$ cat src/rtl/adc_frame_capture.sv
`timescale 1ns/1ps
// adc_frame_capture
// Captures stereo I2S frames from an audio codec ADC into a single-entry
// holding register with a valid/ready handshake toward the consumer.
//
// state | meaning
// ------+---------------------------------------------------------------
// IDLE  | capture disabled; waits for enable
// ARM   | waits for a left-channel LRCK edge to align to a frame start
// SHIFT | shifting serial data into the current channel word
// WAIT  | word complete, ignoring surplus slot bits until the next LRCK edge
//
// The BCLK rise that carries an LRCK edge is the I2S delay slot of the new
// channel, but it also carries the LSB of the previous channel's word. So
// in SHIFT, the rise that delivers the last bit completes the word even if
// LRCK toggles on that same rise; that edge then starts the next channel
// directly. An edge on any earlier rise is a short word and aborts the frame.
module adc_frame_capture #(
    parameter int SAMPLE_WIDTH = 16,
    parameter int SYNC_STAGES  = 2
) (
    input  logic                      Clk,
    input  logic                      Reset,
    input  logic                      enable,
    input  logic                      AUD_BCLK,
    input  logic                      AUD_ADCLRCK,
    input  logic                      AUD_ADCDAT,
    output logic [2*SAMPLE_WIDTH-1:0] ADCDATA,
    output logic                      sample_valid,
    input  logic                      sample_ready,
    output logic                      overrun,
    output logic                      frame_error
);

    localparam int CW = $clog2(SAMPLE_WIDTH + 1);
    localparam logic [CW-1:0] LAST_BIT = CW'(SAMPLE_WIDTH - 1);

    typedef enum logic [1:0] {
        IDLE  = 2'd0,
        ARM   = 2'd1,
        SHIFT = 2'd2,
        WAIT  = 2'd3
    } state_t;

    state_t state;
    state_t state_nxt;

    logic [SYNC_STAGES-1:0]  bclk_sync;
    logic [SYNC_STAGES-1:0]  lrck_sync;
    logic [SYNC_STAGES-1:0]  dat_sync;
    logic                    bclk_s;
    logic                    lrck_s;
    logic                    dat_s;
    logic                    bclk_prev;
    logic                    lrck_prev;
    logic                    bclk_rise;
    logic                    lrck_edge;
    logic                    left_edge;

    logic [CW-1:0]           bit_cnt;
    logic                    chan_right;
    logic [SAMPLE_WIDTH-1:0] shift_reg;
    logic [SAMPLE_WIDTH-1:0] word_next;
    logic [SAMPLE_WIDTH-1:0] left_word;
    logic                    left_valid;

    logic                    shift_en;
    logic                    word_done;
    logic                    chan_start;
    logic                    abort;
    logic                    frame_done;

    assign bclk_s    = bclk_sync[SYNC_STAGES-1];
    assign lrck_s    = lrck_sync[SYNC_STAGES-1];
    assign dat_s     = dat_sync[SYNC_STAGES-1];
    assign bclk_rise = bclk_s & ~bclk_prev;
    assign lrck_edge = bclk_rise & (lrck_s != lrck_prev);
    assign left_edge = bclk_rise & lrck_prev & ~lrck_s;

    // Word as it will look after shifting in the bit at this rise.
    assign word_next = SAMPLE_WIDTH'({shift_reg, dat_s});

    assign frame_done = word_done & chan_right & left_valid;

    // Resynchronize the codec-domain inputs into Clk.
    always_ff @(posedge Clk or posedge Reset) begin
        if (Reset) begin
            bclk_sync <= '0;
            lrck_sync <= '0;
            dat_sync  <= '0;
        end else begin
            bclk_sync[0] <= AUD_BCLK;
            lrck_sync[0] <= AUD_ADCLRCK;
            dat_sync[0]  <= AUD_ADCDAT;
            for (int i = 1; i < SYNC_STAGES; i++) begin
                bclk_sync[i] <= bclk_sync[i-1];
                lrck_sync[i] <= lrck_sync[i-1];
                dat_sync[i]  <= dat_sync[i-1];
            end
        end
    end

    // Track BCLK level for rise detection and LRCK as seen at the last rise.
    always_ff @(posedge Clk or posedge Reset) begin
        if (Reset) begin
            bclk_prev <= 1'b0;
            lrck_prev <= 1'b0;
        end else begin
            bclk_prev <= bclk_s;
            if (bclk_rise) begin
                lrck_prev <= lrck_s;
            end
        end
    end

    // FSM state register.
    always_ff @(posedge Clk or posedge Reset) begin
        if (Reset) begin
            state <= IDLE;
        end else begin
            state <= state_nxt;
        end
    end

    // FSM next-state and per-rise datapath controls.
    always_comb begin
        state_nxt  = state;
        shift_en   = 1'b0;
        word_done  = 1'b0;
        chan_start = 1'b0;
        abort      = 1'b0;
        if (!enable) begin
            state_nxt = IDLE;
        end else begin
            case (state)
                IDLE: begin
                    state_nxt = ARM;
                end
                ARM: begin
                    if (left_edge) begin
                        chan_start = 1'b1;
                        state_nxt  = SHIFT;
                    end
                end
                SHIFT: begin
                    if (bclk_rise) begin
                        shift_en = 1'b1;
                        if (bit_cnt == LAST_BIT) begin
                            word_done = 1'b1;
                            if (lrck_edge) begin
                                chan_start = 1'b1;
                                state_nxt  = SHIFT;
                            end else begin
                                state_nxt  = WAIT;
                            end
                        end else if (lrck_edge) begin
                            abort     = 1'b1;
                            state_nxt = ARM;
                        end
                    end
                end
                WAIT: begin
                    if (lrck_edge) begin
                        chan_start = 1'b1;
                        state_nxt  = SHIFT;
                    end
                end
                default: begin
                    state_nxt = IDLE;
                end
            endcase
        end
    end

    // Bit counter, channel tag and serial shift register.
    always_ff @(posedge Clk or posedge Reset) begin
        if (Reset) begin
            bit_cnt    <= '0;
            chan_right <= 1'b0;
            shift_reg  <= '0;
        end else begin
            if (chan_start) begin
                bit_cnt    <= '0;
                chan_right <= lrck_s;
            end else if (shift_en) begin
                bit_cnt <= bit_cnt + 1'b1;
            end
            if (shift_en) begin
                shift_reg <= word_next;
            end
        end
    end

    // Stored left word; only a left word from the current frame may pair
    // with a right word.
    always_ff @(posedge Clk or posedge Reset) begin
        if (Reset) begin
            left_word  <= '0;
            left_valid <= 1'b0;
        end else begin
            if (!enable || abort) begin
                left_valid <= 1'b0;
            end else if (word_done && !chan_right) begin
                left_word  <= word_next;
                left_valid <= 1'b1;
            end else if (word_done && chan_right) begin
                left_valid <= 1'b0;
            end else if (chan_start && !lrck_s) begin
                left_valid <= 1'b0;
            end
        end
    end

    // Holding register with consumer handshake and sticky status flags.
    always_ff @(posedge Clk or posedge Reset) begin
        if (Reset) begin
            ADCDATA      <= '0;
            sample_valid <= 1'b0;
            overrun      <= 1'b0;
            frame_error  <= 1'b0;
        end else begin
            if (frame_done && (!sample_valid || sample_ready)) begin
                ADCDATA      <= {left_word, word_next};
                sample_valid <= 1'b1;
            end else begin
                if (frame_done) begin
                    overrun <= 1'b1;
                end
                if (sample_valid && sample_ready) begin
                    sample_valid <= 1'b0;
                end
            end
            if (abort) begin
                frame_error <= 1'b1;
            end
        end
    end

endmodule

$ cat config.mk
export PLATFORM = sky130hd
export DESIGN_NAME = adc_frame_capture
export DESIGN_NICKNAME = d
export VERILOG_FILES = /design/src/rtl/adc_frame_capture.sv
export SDC_FILE = /design/constraint.sdc
export NUM_CORES = 1
export LEC_CHECK = 0
export CORE_MARGIN = 2
export CORE_UTILIZATION = 50
export CTS_BUF_LIST = sky130_fd_sc_hd__clkbuf_4 sky130_fd_sc_hd__clkbuf_8
export CTS_CLUSTER_SIZE = 30
export DETAILED_ROUTE_END_ITERATION = 7
export HOLD_SLACK_MARGIN = 0.06
export PLACE_DENSITY = 0.73
export SLEW_MARGIN = 10
export SYNTH_ARGS = -nofsm -noshare
export SYNTH_HDL_FRONTEND = slang
export SYNTH_SLANG_ARGS = --single-unit
$ cat constraint.sdc
create_clock -name Clk -period 5.45 [get_ports Clk]
set_clock_uncertainty 0.15 [all_clocks]
set_input_delay 0.8175 -clock Clk [delete_from_list [all_inputs] [get_ports Clk]]
set_output_delay 0.8175 -clock Clk [all_outputs]
set_load 0.005 [all_outputs]
Yosys cells after proc, flatten, opt, wreduce, memory -nomap -nowiden
Index checks and enable logic that the tools add are counted.
{"block": "totals", "reg_bits": 83, "in_bits": 7, "out_inout_bits": 35, "elab_cells": 86}
{"block": "op_classes", "addsub": 1, "n_eq_ne": 9, "n_mux": 33, "n_bitwise": 10, "n_reduce_logical": 18}
{"operator": "2-to-1 mux 1 bit", "count": 23}
{"operator": "2-to-1 mux 2 bit", "count": 6}
{"operator": "2-to-1 mux 5 bit", "count": 2}
{"operator": "!= test 3 bit, second input constant", "count": 3}
{"operator": "one-hot mux 2 bit (4 select lines)", "count": 1}
{"operator": "bitwise AND 1 bit", "count": 6}
{"operator": "adder 5 x 1 -> 5 bit, second input constant", "count": 1}
{"operator": "== test 5 x 4 -> 1 bit, second input constant", "count": 1}
{"operator": "logical AND 1 bit", "count": 5}
{"operator": "== test 2 bit, second input constant", "count": 2}
{"operator": "logical NOT 1 bit", "count": 4}
{"operator": "!= test 4 bit, second input constant", "count": 1}
{"operator": "inverter 1 bit", "count": 4}
{"operator": "AND reduction 2 bit", "count": 2}
{"operator": "AND reduction 4 bit", "count": 1}
{"operator": "nonzero test 2 bit", "count": 2}
{"operator": "nonzero test 4 bit", "count": 1}
{"operator": "one-hot mux 1 bit (3 select lines)", "count": 1}
{"operator": "== test 2 x 1 -> 1 bit, second input constant", "count": 1}
{"operator": "logical NOT 2 bit", "count": 1}
{"operator": "logical OR 1 bit", "count": 2}
{"operator": "!= test 1 bit", "count": 1}

Depth between registers and ports, before layout
Gate-level depths: netlist of run 1.
{"block": "logic_depth", "ltp_word": 13, "ltp_mapped": 7}

Least setup slack after synthesis of run 1
Ideal clock, no wire load.
{"block": "synth_timing", "path_type": "input port to flip-flop", "from": "input enable", "to": "register left_word[0]", "arrival_ns": 2.060, "setup_slack_ns": 3.116, "stages": 5, "path_buffers": 2, "path_cell_list": "buf_2 nand3b_4 nor4_4 buf_6 mux2_2"}
{"block": "synth_via", "elab_chain_len": 4, "word_cells_on_any_way": 7, "classes_between": "2 x mux; 1 x bitwise; 4 x reduce/logical"}
{"item": "start, declared", "line": "24", "text": "input logic enable,"}
{"item": "2-to-1 mux 1 bit or logical NOT 1 bit (tied branches)", "line": "132, 201"}
{"item": "logical OR 1 bit", "line": "201", "text": "if (!enable || abort) begin"}
{"item": "inverter 1 bit (no line)"}
{"item": "AND reduction 2 bit (no line) *"}
{"item": "end signal, assigned", "line": "204", "text": "left_word <= word_next;"}
{"item": "end, declared", "line": "64", "text": "logic [SAMPLE_WIDTH-1:0] left_word;"}
Mark *: on every way between the ends. The rest lies on a longest branch, timed or not.
A chain may end at the register's enable or synchronous reset.

Worst setup path after layout of run 1
{"block": "layout_timing", "from": "input enable", "to": "register left_word[1]"}
The elaborated chain is that of the path after synthesis.

==> run_summary.xml, run 1 <==
<?xml version="1.0" encoding="UTF-8"?>
<metrics>
  <group name="floorplan">
    <metric name="initial_core_util" unit="%">51.84</metric>
    <metric name="floorplan.die_area" unit="sq um">7249</metric>
    <metric name="num_io_pins" unit="">42</metric>
    <metric name="core_area" unit="sq um">6350</metric>
    <metric name="y_dimension_of_the_die" unit="microns">85.14</metric>
    <metric name="row_count" unit="">29</metric>
    <metric name="die_width" unit="microns">85.14</metric>
  </group>
  <group name="synthesis">
    <metric name="netlist_instances" unit="">216</metric>
    <metric name="postSynth.asyncResetShare" unit="%">100.0</metric>
    <metric name="yosysMostFrequentCell" unit="">dfrtp_1</metric>
    <metric name="synth_top_cells_by_area" unit="">dfrtp_1 (63%), mux2_2 (22%), a21o_1 (1.4%), nor2b_1 (0.95%), a22oi_1 (0.91%)</metric>
    <metric name="synth_commonest_cells" unit="">dfrtp_1 (83), mux2_2 (64), a21o_1 (6)</metric>
    <metric name="yosys.area.top_type" unit="">dfrtp_1</metric>
    <metric name="synth.avg_cell_area" unit="sq um">15.24</metric>
    <metric name="synth.yosys.warnings" unit="">0</metric>
    <metric name="yosys_most_used_dff" unit="">dfrtp_1</metric>
    <metric name="synthDistinctLibCells" unit="">37</metric>
    <metric name="yosysTopAreaCellShare" unit="%">63.09</metric>
    <metric name="mappedNetlistArea" unit="sq um">3292</metric>
    <metric name="ys_seq_area_share" unit="%">63.09</metric>
    <metric name="synth-seq-cells" unit="">83</metric>
    <metric name="synthesis.nets" unit="">225</metric>
    <metric name="synth-edff-count" unit="">0</metric>
  </group>
  <group name="clocking">
    <metric name="postCtsResizedCells" unit="">0</metric>
    <metric name="clkSlewWorstSetupHoldPaths" unit="ns">0.07</metric>
    <metric name="postCtsSetupBuffers" unit="">0</metric>
    <metric name="clk_path_buf_depth" unit="">2</metric>
    <metric name="holdBufCountCts" unit="">0</metric>
    <metric name="number_of_buffers_added_by_the_clock_tree_synthesis_step" unit="">9</metric>
    <metric name="cts_root_buffer" unit="">clkbuf_8</metric>
    <metric name="insertion_delay" unit="ns">0.34</metric>
    <metric name="clock_tree_from_tritoncts" unit="">built</metric>
    <metric name="clkSinkCount" unit="">83</metric>
    <metric name="cts.htree.levels" unit="">3</metric>
  </group>
  <group name="power">
    <metric name="switching_power" unit="uW">237.2</metric>
    <metric name="cellPowerDensity" unit="nW/um^2">279.8</metric>
    <metric name="ir_drop_worst_vdd" unit="uV">194.5</metric>
    <metric name="power.share.combinational" unit="%">3.5</metric>
    <metric name="report.power.total" unit="uW">1111</metric>
    <metric name="relative_contribution_of_sequential_cells_to_total_power" unit="%">56.9</metric>
    <metric name="clockPowerShare" unit="%">39.6</metric>
    <metric name="power.leakage" unit="uW">0.001931</metric>
    <metric name="sw_frac_of_total" unit="%">21.35</metric>
    <metric name="cellInternalPower" unit="uW">873.8</metric>
  </group>
  <group name="cells_and_area">
    <metric name="fraction_of_final_layout_cells_with_drive_strength_greater_than_1" unit="%">32.96</metric>
    <metric name="multi_input_area" unit="sq um">1155</metric>
    <metric name="post-route-cell-area" unit="sq um">3971</metric>
    <metric name="largest_register_ffs" unit="">32</metric>
    <metric name="layout.filler_cells" unit="">469</metric>
    <metric name="area.sequential" unit="sq um">2077</metric>
    <metric name="nets" unit="">271</metric>
    <metric name="syn_to_layout_area_delta" unit="%">20.64</metric>
    <metric name="n_antenna_cell" unit="">0</metric>
  </group>
  <group name="hold_path">
    <metric name="min_path_type" unit="">flip-flop to flip-flop</metric>
    <metric name="hold_path_depth" unit="">0</metric>
    <metric name="timing.hold.worst.start" unit="">dat_sync[0]$_DFF_PP0_</metric>
    <metric name="holdPathEnd" unit="">dat_sync[1]$_DFF_PP0_</metric>
  </group>
  <group name="worst_setup_path">
    <metric name="cp_data_arrival_time" unit="ns">3.06</metric>
    <metric name="timing.setup.critical_path_class" unit="">primary input to flip-flop</metric>
    <metric name="crit_path_max_fanout" unit="">17</metric>
    <metric name="worstRegToRegCells" unit="">6</metric>
    <metric name="buffer_and_inverter_count_on_the_worst_path" unit="">1</metric>
    <metric name="worst_r2r_dst" unit="">left_word[1]$_DFFE_PP0P_</metric>
    <metric name="crit_family" unit="">simple AND/OR/NAND/NOR gates</metric>
    <metric name="max_stage_delay" unit="ns">0.96</metric>
    <metric name="crit_slowest_cell" unit="">nor4_4</metric>
    <metric name="setup.reg_to_reg.worst_slack" unit="ns">2.55</metric>
    <metric name="crit_chain" unit="">clkdlybuf4s50_1 &gt; nand3b_4 &gt; nor4_4 &gt; mux2_2</metric>
    <metric name="worst-endpoint-required" unit="ns">5.52</metric>
    <metric name="start_kind" unit="">primary input</metric>
    <metric name="worstSetupEndpointType" unit="">flip-flop</metric>
    <metric name="rr_startpoint" unit="">bit_cnt[0]$_DFFE_PP0P_</metric>
  </group>
  <group name="detailed_routing">
    <metric name="dr_total_vias" unit="">1903</metric>
    <metric name="drc" unit="">0</metric>
    <metric name="routed_wl" unit="microns">5386</metric>
    <metric name="drt_first_pass_iters" unit="">4</metric>
    <metric name="avgViaCountPerCell" unit="">5.532</metric>
    <metric name="drtAntennaViolNets" unit="">0</metric>
    <metric name="detail_route.wl_per_cell" unit="microns">15.66</metric>
    <metric name="drt-initial-drc-count" unit="">122</metric>
  </group>
  <group name="place">
    <metric name="place_hpwl" unit="microns">3431</metric>
    <metric name="post_dp_cell_area" unit="sq um">3770</metric>
    <metric name="finalWeightedCongestion" unit="">0.8149</metric>
    <metric name="placement.setup.worst_slack" unit="ns">2.107</metric>
    <metric name="io_buffer_count" unit="">41</metric>
  </group>
  <group name="sta">
    <metric name="timing.final.hold_violations" unit="">0</metric>
    <metric name="timing_worst_slew_pin_value" unit="ns">1.152</metric>
    <metric name="max_freq" unit="GHz">0.3342</metric>
    <metric name="setup-violations-final" unit="">0</metric>
    <metric name="layout_worst_path_cycle_share" unit="%">54.91</metric>
    <metric name="final-max-slew-violation-count" unit="">0</metric>
    <metric name="grt_setup_unrepaired" unit="">false</metric>
    <metric name="timing.final.crit_period" unit="ns">2.992</metric>
    <metric name="holdWs" unit="ns">0.1985</metric>
    <metric name="relSlewSlack" unit="%">22.63</metric>
    <metric name="post-route-worst-setup-slack" unit="ns">2.458</metric>
    <metric name="fin_tns_setup" unit="ns">0</metric>
  </group>
  <group name="grt">
    <metric name="overflow" unit="">0</metric>
    <metric name="grt_pass1_vias" unit="">1928</metric>
    <metric name="grt_start_max_net_pins" unit="">51</metric>
    <metric name="groute.usage.overall" unit="%">16.75</metric>
    <metric name="grt_first_pass_wirelength" unit="microns">9377</metric>
    <metric name="grt_antenna_before_repair" unit="">0</metric>
  </group>
  <group name="flow_run">
    <metric name="timing.max_cap.violations" unit="">0</metric>
  </group>
  <group name="outcome">
    <metric name="outcome" unit="">finished clean</metric>
  </group>
</metrics>
## routing by layer
| layer | routed length (microns) | part of all wire, % | vias up | track usage (%) |
|---|---|---|---|---|
| met4 | 142 | 2.6 | 0 | 9.235 |
| met5 | 0 | 0 | - | 0 |
| met1 | 2536 | 47 | 974 | 23.67 |
| met2 | 2555 | 47 | 42 | 24.72 |
| li1 | - | - | 877 | - |
| met3 | 151 | 2.8 | 10 | 3.016 |
## worst max-delay path by stage
stage	cells past startpoint	startpoint	end
floorplan	1	Reset	ADCDATA[0]$_DFFE_PP0P_
global placement	4	enable	left_word[10]$_DFFE_PP0P_
detailed placement	4	enable	left_word[6]$_DFFE_PP0P_
CTS	4	enable	left_word[1]$_DFFE_PP0P_
global route	4	enable	left_word[1]$_DFFE_PP0P_
finish	4	enable	left_word[1]$_DFFE_PP0P_
## worst reg2reg max path, cell delays in order, from the launching register on
cell	delay [ns]
dfrtp_1	0.41
ha_1	0.20
and3_1	0.18
ha_1	0.30
inv_1	0.13
nor4_4	0.99
mux2_2	0.43
## per-stage QoR
| stage | util [%] | std cells |
|---|---|---|
| 3_5_place_dp | 59.37 | 328 |
| 4_1_cts | 62.54 | 344 |
| 3_3_place_gp | 59.37 | 328 |
| 5_1_grt | 62.54 | 344 |
| 6_report | 62.54 | 344 |
| 2_1_floorplan | - | 216 |
## final cells by class
| type | instances | share of cell area [%] |
|---|---|---|
| sequential | 83 | 52.30 |
| multi-input combinational | 121 | 29.08 |
| timing repair buffer | 43 | 10.71 |
| clock buffer | 12 | 3.844 |
| tap | 77 | 2.426 |
| clock inverter | 4 | 1.229 |
| inverter | 4 | 0.4096 |
## power groups by stage
stage | clock network, uW | registers (uW) | logic (uW)
floorplan | 0 | 640 | 29.6
global placement | 0 | 643 | 38.9
detailed placement | 0 | 644 | 39.5
CTS | 450 | 632 | 40.0
global route | 477 | 633 | 44.3
finish | 440 | 632 | 38.9
## logic make-up after synthesis
family          share of synthesized area [%]
fa+ha+maj                              0.7600
buf+inv                                 2.014
simple gates                            7.183
compound gates                          4.485
xor+xnor                               0.2661
flops                                   63.09
mux                                     22.20
## placed cells by master, fill, tap and decap left out, drive strengths merged, types with 4 or more instances in the layout
cell type      count
dfrtp             83
mux2              64
clkdlybuf4s50     41
clkbuf            12
a21o               6
nor2b              5
o21ai              4
a22oi              4
inv                4
nor2               4
nand3b             4
Note: power is estimated with default switching activity, not from simulation.
==> run 2, diff against run 1 <==
- clock period: 5.45 -> 2.9 ns (I/O delays scaled with it)
==> run_summary.xml, run 2 (synthesis gave the netlist of run 1 again) <==
<?xml version="1.0" encoding="UTF-8"?>
<metrics>
  <group name="outcome">
    <metric name="outcome" unit="">finished clean</metric>
  </group>
  <group name="place">
    <metric name="io_buffer_count" unit="">41</metric>
    <metric name="post_dp_cell_area" unit="sq um">3825</metric>
    <metric name="place_hpwl" unit="microns">3497</metric>
    <metric name="finalWeightedCongestion" unit="">0.7980</metric>
  </group>
  <group name="worst_setup_path">
    <metric name="buffer_and_inverter_count_on_the_worst_path" unit="">1</metric>
    <metric name="crit_family" unit="">simple AND/OR/NAND/NOR gates</metric>
    <metric name="start_kind" unit="">flip-flop</metric>
    <metric name="crit_chain" unit="">ha_1 &gt; and3_1 &gt; ha_1 &gt; nand4_1 &gt; nor3_4 &gt; buf_12 &gt; mux2_2</metric>
    <metric name="worst-endpoint-required" unit="ns">2.97</metric>
    <metric name="crit_path_max_fanout" unit="">32</metric>
    <metric name="max_stage_delay" unit="ns">0.41</metric>
    <metric name="cp_data_arrival_time" unit="ns">2.40</metric>
    <metric name="timing.setup.critical_path_class" unit="">flip-flop to flip-flop</metric>
    <metric name="worstSetupEndpointType" unit="">flip-flop</metric>
    <metric name="crit_slowest_cell" unit="">dfrtp_1</metric>
    <metric name="crit_top_cell" unit="">ha_1</metric>
  </group>
  <group name="sta">
    <metric name="grt_setup_unrepaired" unit="">false</metric>
    <metric name="max_freq" unit="GHz">0.4292</metric>
    <metric name="fin_tns_setup" unit="ns">0</metric>
    <metric name="timing.final.crit_period" unit="ns">2.330</metric>
    <metric name="final-max-slew-violation-count" unit="">0</metric>
    <metric name="holdWs" unit="ns">0.2041</metric>
    <metric name="timing.final.hold_violations" unit="">0</metric>
    <metric name="relSlewSlack" unit="%">70.47</metric>
    <metric name="layout_worst_path_cycle_share" unit="%">80.34</metric>
    <metric name="setup-violations-final" unit="">0</metric>
    <metric name="timing_worst_slew_pin_value" unit="ns">0.4429</metric>
  </group>
  <group name="floorplan">
    <metric name="row_count" unit="">29</metric>
    <metric name="floorplan.die_area" unit="sq um">7249</metric>
    <metric name="y_dimension_of_the_die" unit="microns">85.14</metric>
    <metric name="die_width" unit="microns">85.14</metric>
    <metric name="core_area" unit="sq um">6350</metric>
    <metric name="num_io_pins" unit="">42</metric>
    <metric name="initial_core_util" unit="%">51.84</metric>
  </group>
  <group name="cells_and_area">
    <metric name="post-route-cell-area" unit="sq um">4010</metric>
    <metric name="syn_to_layout_area_delta" unit="%">21.82</metric>
    <metric name="final_core_utilization" unit="%">63.15</metric>
    <metric name="most_common_cell_after_layout_fill_and_taps_aside" unit="">dfrtp_1</metric>
    <metric name="layout.filler_cells" unit="">490</metric>
    <metric name="most_frequent_cells_in_the_layout" unit="">dfrtp_1 (83), mux2_2 (64), clkdlybuf4s50_1 (41), clkbuf_8 (10), a21o_1 (6)</metric>
    <metric name="n_antenna_cell" unit="">0</metric>
    <metric name="nets" unit="">275</metric>
    <metric name="fraction_of_final_layout_cells_with_drive_strength_greater_than_1" unit="%">33.95</metric>
    <metric name="largest_register_ffs" unit="">32</metric>
  </group>
  <group name="detailed_routing">
    <metric name="dr_total_vias" unit="">1894</metric>
    <metric name="drt-initial-drc-count" unit="">119</metric>
    <metric name="drc" unit="">0</metric>
    <metric name="drt_first_pass_iters" unit="">4</metric>
    <metric name="detail_route.wl_per_cell" unit="microns">15.07</metric>
    <metric name="routed_wl" unit="microns">5244</metric>
    <metric name="avgViaCountPerCell" unit="">5.443</metric>
    <metric name="drtAntennaViolNets" unit="">0</metric>
  </group>
  <group name="grt">
    <metric name="grt_start_max_net_pins" unit="">84</metric>
    <metric name="grt_first_pass_wirelength" unit="microns">9301</metric>
    <metric name="grt_pass1_vias" unit="">1922</metric>
    <metric name="overflow" unit="">0</metric>
    <metric name="global_route.usage.met2" unit="%">24.43</metric>
    <metric name="grt_util_met3" unit="%">3.502</metric>
    <metric name="globalRouteMet1Util" unit="%">23.28</metric>
    <metric name="groute.usage.overall" unit="%">16.45</metric>
    <metric name="global_route.peak_usage_layer" unit="">met2</metric>
    <metric name="grt_antenna_before_repair" unit="">0</metric>
  </group>
  <group name="clocking">
    <metric name="number_of_buffers_added_by_the_clock_tree_synthesis_step" unit="">9</metric>
    <metric name="clock_tree_from_tritoncts" unit="">built</metric>
    <metric name="postCtsSetupBuffers" unit="">0</metric>
    <metric name="cts_root_buffer" unit="">clkbuf_8</metric>
    <metric name="postCtsResizedCells" unit="">0</metric>
    <metric name="clkSlewWorstSetupHoldPaths" unit="ns">0.08</metric>
    <metric name="holdBufCountCts" unit="">0</metric>
    <metric name="cts.htree.levels" unit="">3</metric>
    <metric name="clkSinkCount" unit="">83</metric>
    <metric name="clk_path_buf_depth" unit="">2</metric>
    <metric name="insertion_delay" unit="ns">0.34</metric>
  </group>
  <group name="power">
    <metric name="cellPowerDensity" unit="nW/um^2">503.7</metric>
    <metric name="ir_drop_worst_vdd" unit="uV">401.3</metric>
    <metric name="power.leakage" unit="uW">0.001939</metric>
  </group>
  <group name="hold_path">
    <metric name="min_path_type" unit="">flip-flop to flip-flop</metric>
  </group>
  <group name="flow_run">
    <metric name="timing.max_cap.violations" unit="">0</metric>
  </group>
</metrics>
run 2: final timing paths:
kind	to	start	slack (ns)	cells after the start
max	ADCDATA[18]$_DFFE_PP0P_	bit_cnt[0]$_DFFE_PP0P_	0.57	7
min	lrck_sync[1]$_DFF_PP0_	lrck_sync[0]$_DFF_PP0_	0.20	0
max reg2reg	ADCDATA[18]$_DFFE_PP0P_	bit_cnt[0]$_DFFE_PP0P_	0.57	7
min reg2reg	lrck_sync[1]$_DFF_PP0_	lrck_sync[0]$_DFF_PP0_	0.20	0
max in group asynchronous	sample_valid$_DFFE_PP0P_	Reset	1.93	3
min in group asynchronous	state[1]$_DFFE_PP0P_	Reset	0.34	3
run 2: per-layer routing:
layer	routed length [microns]	part of all wire (%)
met1	2512	48
met4	93	1.8
met3	133	2.5
met5	0	0
met2	2504	48
run 2: layout make-up:
| class | count | area, sq um | share of cell area [%] |
|---|---|---|---|
| sequential | 83 | 2077 | 51.79 |
| multi-input combinational | 121 | 1155 | 28.80 |
| timing repair buffer | 47 | 480.5 | 11.98 |
| clock buffer | 10 | 137.6 | 3.432 |
| tap | 77 | 96.34 | 2.402 |
| clock inverter | 6 | 47.55 | 1.186 |
| inverter | 4 | 16.27 | 0.4056 |
run 2: stage by stage:
step,setup WS (ns),power [uW],cells
after floorplan,0.1782,1259,216
after global placement,0.4635,1285,332
after detailed placement,0.4222,1287,332
after CTS,0.5393,2051,348
after global routing,0.3958,2120,348
final,0.5702,2020,348
run 2: report_power, final:
part	internal, uW	switching (uW)
Clock	342	417
Sequential	1170	16.2
Combinational	31.9	43.0
Total	1540	476
==> run 3, diff against run 2 <==
- PLACE_DENSITY: 0.73 -> 0.76
- clock period: 2.9 -> 2 ns (I/O delays scaled with it)
==> run_summary.xml, run 3 (synthesis gave the netlist of run 1 again) <==
<?xml version="1.0" encoding="UTF-8"?>
<metrics>
  <group name="sta">
    <metric name="layout_worst_path_cycle_share" unit="%">107.3</metric>
    <metric name="timing_worst_slew_pin_value" unit="ns">0.4459</metric>
    <metric name="post-route-worst-setup-slack" unit="ns">-0.1451</metric>
    <metric name="setup-violations-final" unit="">48</metric>
    <metric name="grt_setup_unrepaired" unit="">true</metric>
    <metric name="holdWs" unit="ns">0.1961</metric>
    <metric name="final-max-slew-violation-count" unit="">0</metric>
    <metric name="timing.final.crit_period" unit="ns">2.145</metric>
    <metric name="timing.final.hold_violations" unit="">0</metric>
    <metric name="relSlewSlack" unit="%">70.27</metric>
    <metric name="max_freq" unit="GHz">0.4662</metric>
  </group>
  <group name="cells_and_area">
    <metric name="most_frequent_cells_in_the_layout" unit="">dfrtp_1 (83), mux2_4 (48), clkdlybuf4s50_1 (41), buf_4 (18), mux2_2 (16)</metric>
    <metric name="instances_no_fill" unit="">374</metric>
    <metric name="post-route-cell-area" unit="sq um">4573</metric>
    <metric name="largest_register_ffs" unit="">32</metric>
    <metric name="most_common_cell_after_layout_fill_and_taps_aside" unit="">dfrtp_1</metric>
    <metric name="fraction_of_final_layout_cells_with_drive_strength_greater_than_1" unit="%">42.09</metric>
    <metric name="syn_to_layout_area_delta" unit="%">38.92</metric>
    <metric name="n_antenna_cell" unit="">0</metric>
    <metric name="nets" unit="">301</metric>
  </group>
  <group name="floorplan">
    <metric name="row_count" unit="">29</metric>
    <metric name="die_width" unit="microns">85.14</metric>
    <metric name="floorplan.die_area" unit="sq um">7249</metric>
    <metric name="y_dimension_of_the_die" unit="microns">85.14</metric>
    <metric name="num_io_pins" unit="">42</metric>
    <metric name="initial_core_util" unit="%">51.84</metric>
    <metric name="core_area" unit="sq um">6350</metric>
  </group>
  <group name="detailed_routing">
    <metric name="drt-initial-drc-count" unit="">52</metric>
    <metric name="detail_route.wl_per_cell" unit="microns">17.49</metric>
    <metric name="routed_wl" unit="microns">6540</metric>
    <metric name="drc" unit="">0</metric>
    <metric name="drt_first_pass_iters" unit="">4</metric>
    <metric name="dr_total_vias" unit="">2015</metric>
    <metric name="avgViaCountPerCell" unit="">5.388</metric>
    <metric name="drtAntennaViolNets" unit="">0</metric>
  </group>
  <group name="clocking">
    <metric name="clkSinkCount" unit="">83</metric>
    <metric name="insertion_delay" unit="ns">0.35</metric>
    <metric name="clk_path_buf_depth" unit="">2</metric>
    <metric name="clkSlewWorstSetupHoldPaths" unit="ns">0.09</metric>
    <metric name="cts.htree.levels" unit="">3</metric>
    <metric name="cts_root_buffer" unit="">clkbuf_8</metric>
    <metric name="clock_tree_from_tritoncts" unit="">built</metric>
    <metric name="holdBufCountCts" unit="">0</metric>
    <metric name="number_of_buffers_added_by_the_clock_tree_synthesis_step" unit="">9</metric>
  </group>
  <group name="grt">
    <metric name="grt_pass1_vias" unit="">2200</metric>
    <metric name="groute.usage.overall" unit="%">19.32</metric>
    <metric name="grt_start_max_net_pins" unit="">84</metric>
    <metric name="grt_antenna_before_repair" unit="">0</metric>
    <metric name="overflow" unit="">0</metric>
    <metric name="grt_first_pass_wirelength" unit="microns">10840</metric>
  </group>
  <group name="worst_setup_path">
    <metric name="worst-endpoint-required" unit="ns">2.09</metric>
    <metric name="cp_data_arrival_time" unit="ns">2.24</metric>
    <metric name="worstSetupEndpointType" unit="">flip-flop</metric>
    <metric name="crit_path_max_fanout" unit="">5</metric>
    <metric name="crit_slowest_cell" unit="">dfrtp_1</metric>
    <metric name="timing.setup.critical_path_class" unit="">flip-flop to flip-flop</metric>
    <metric name="crit_chain" unit="">ha_2 &gt; and3_4 &gt; ha_4 &gt; nand4_1 &gt; nor3_4 &gt; buf_6 &gt; clkbuf_16 &gt; mux2_4</metric>
    <metric name="start_kind" unit="">flip-flop</metric>
    <metric name="max_stage_delay" unit="ns">0.37</metric>
  </group>
  <group name="hold_path">
    <metric name="min_path_type" unit="">flip-flop to flip-flop</metric>
  </group>
  <group name="power">
    <metric name="cellInternalPower" unit="uW">2405</metric>
    <metric name="clockPowerShare" unit="%">40.4</metric>
    <metric name="ir_drop_worst_vdd" unit="uV">567.2</metric>
    <metric name="sw_frac_of_total" unit="%">22.68</metric>
    <metric name="cellPowerDensity" unit="nW/um^2">680.2</metric>
    <metric name="relative_contribution_of_sequential_cells_to_total_power" unit="%">55.3</metric>
    <metric name="switching_power" unit="uW">705.4</metric>
    <metric name="power.share.combinational" unit="%">4.3</metric>
    <metric name="power.leakage" unit="uW">0.002164</metric>
  </group>
  <group name="outcome">
    <metric name="violated_checks" unit="">setup timing</metric>
    <metric name="outcome" unit="">finished, violations left</metric>
  </group>
  <group name="place">
    <metric name="place.detailed.instances" unit="">343</metric>
    <metric name="finalWeightedCongestion" unit="">0.7699</metric>
    <metric name="place_hpwl" unit="microns">3880</metric>
    <metric name="io_buffer_count" unit="">41</metric>
    <metric name="post_dp_cell_area" unit="sq um">4068</metric>
  </group>
  <group name="flow_run">
    <metric name="timing.max_cap.violations" unit="">0</metric>
  </group>
</metrics>
-- run 3: cell types whose count changed in the layout (fill, tap and decap cells not counted), sizes merged --
cell	delta
inv	-1
clkinv	-1
bufinv	+1
buf	+24
clkbuf	+3
-- run 3: routing by layer --
| layer | vias up | track usage (%) | wire [microns] |
|---|---|---|---|
| met1 | 1036 | 26.38 | 3104 |
| met5 | - | 0 | 0 |
| met2 | 36 | 30.40 | 3159 |
| li1 | 936 | - | - |
| met3 | 7 | 4.475 | 184 |
| met4 | 0 | 7.359 | 91 |
-- run 3: final timing paths --
| path | from | to | slack (ns) | cells past startpoint |
|---|---|---|---|---|
| hold / removal | lrck_sync[0]$_DFF_PP0_ | lrck_sync[1]$_DFF_PP0_ | 0.20 | 0 |
| max in group asynchronous | Reset | ADCDATA[16]$_DFFE_PP0P_ | 1.09 | 3 |
| setup reg to reg | bit_cnt[0]$_DFFE_PP0P_ | ADCDATA[25]$_DFFE_PP0P_ | -0.15 | 8 |
| min in group asynchronous | Reset | bclk_prev$_DFF_PP0_ | 0.23 | 3 |
| hold reg to reg | lrck_sync[0]$_DFF_PP0_ | lrck_sync[1]$_DFF_PP0_ | 0.20 | 0 |
| setup / recovery | bit_cnt[0]$_DFFE_PP0P_ | ADCDATA[25]$_DFFE_PP0P_ | -0.15 | 8 |
-- run 3: area by class of cell --
cell class	count	area, sq um
tap	77	96.34
timing repair buffer	73	780.7
sequential	83	2077
fill	404	1777
inverter	4	21.27
multi-input combinational	121	1388
clock inverter	5	58.81
clock buffer	11	151.4
-- run 3: timing repair --
item,in CTS,in global routing
pin swaps,5,2
gates cloned,2,2
endpoints found under the setup margin,49,54
setup buffers,8,4
resized for setup,27,9
endpoints found under the hold margin,0,0
-- run 3: power by group through the flow --
stage / Combinational, uW / Sequential, uW / Clock [uW]
after floorplan: 83.1 / 1740 / 0
after global placement: 123 / 1750 / 0
after detailed placement: 125 / 1750 / 0
after CTS: 129 / 1720 / 1290
after global routing: 150 / 1720 / 1360
final: 132 / 1720 / 1260
-- run 3: per-stage QoR --
step / TNS [ns] / total power [uW] / worst slack (ns) / util, %
4_1_cts: -4.465 / 3136 / -0.1354 / 70.09
2_1_floorplan: -3.859 / 1828 / -0.1223 / -
3_3_place_gp: -11.88 / 1874 / -0.2466 / 64.06
6_report: -4.980 / 3111 / -0.1451 / 72.02
5_1_grt: -8.676 / 3234 / -0.2321 / 72.02
3_5_place_dp: -12.65 / 1878 / -0.2719 / 64.06
-- run 3: worst max-delay path: cells and delay by family, from the launching register on --
family / cells / cell delay (ns)
adder cells (fa/ha/maj): 2 / 0.32
multiplexers: 1 / 0.29
buffers and inverters: 2 / 0.32
AND/OR/NAND/NOR: 3 / 0.58
flip-flops: 1 / 0.37
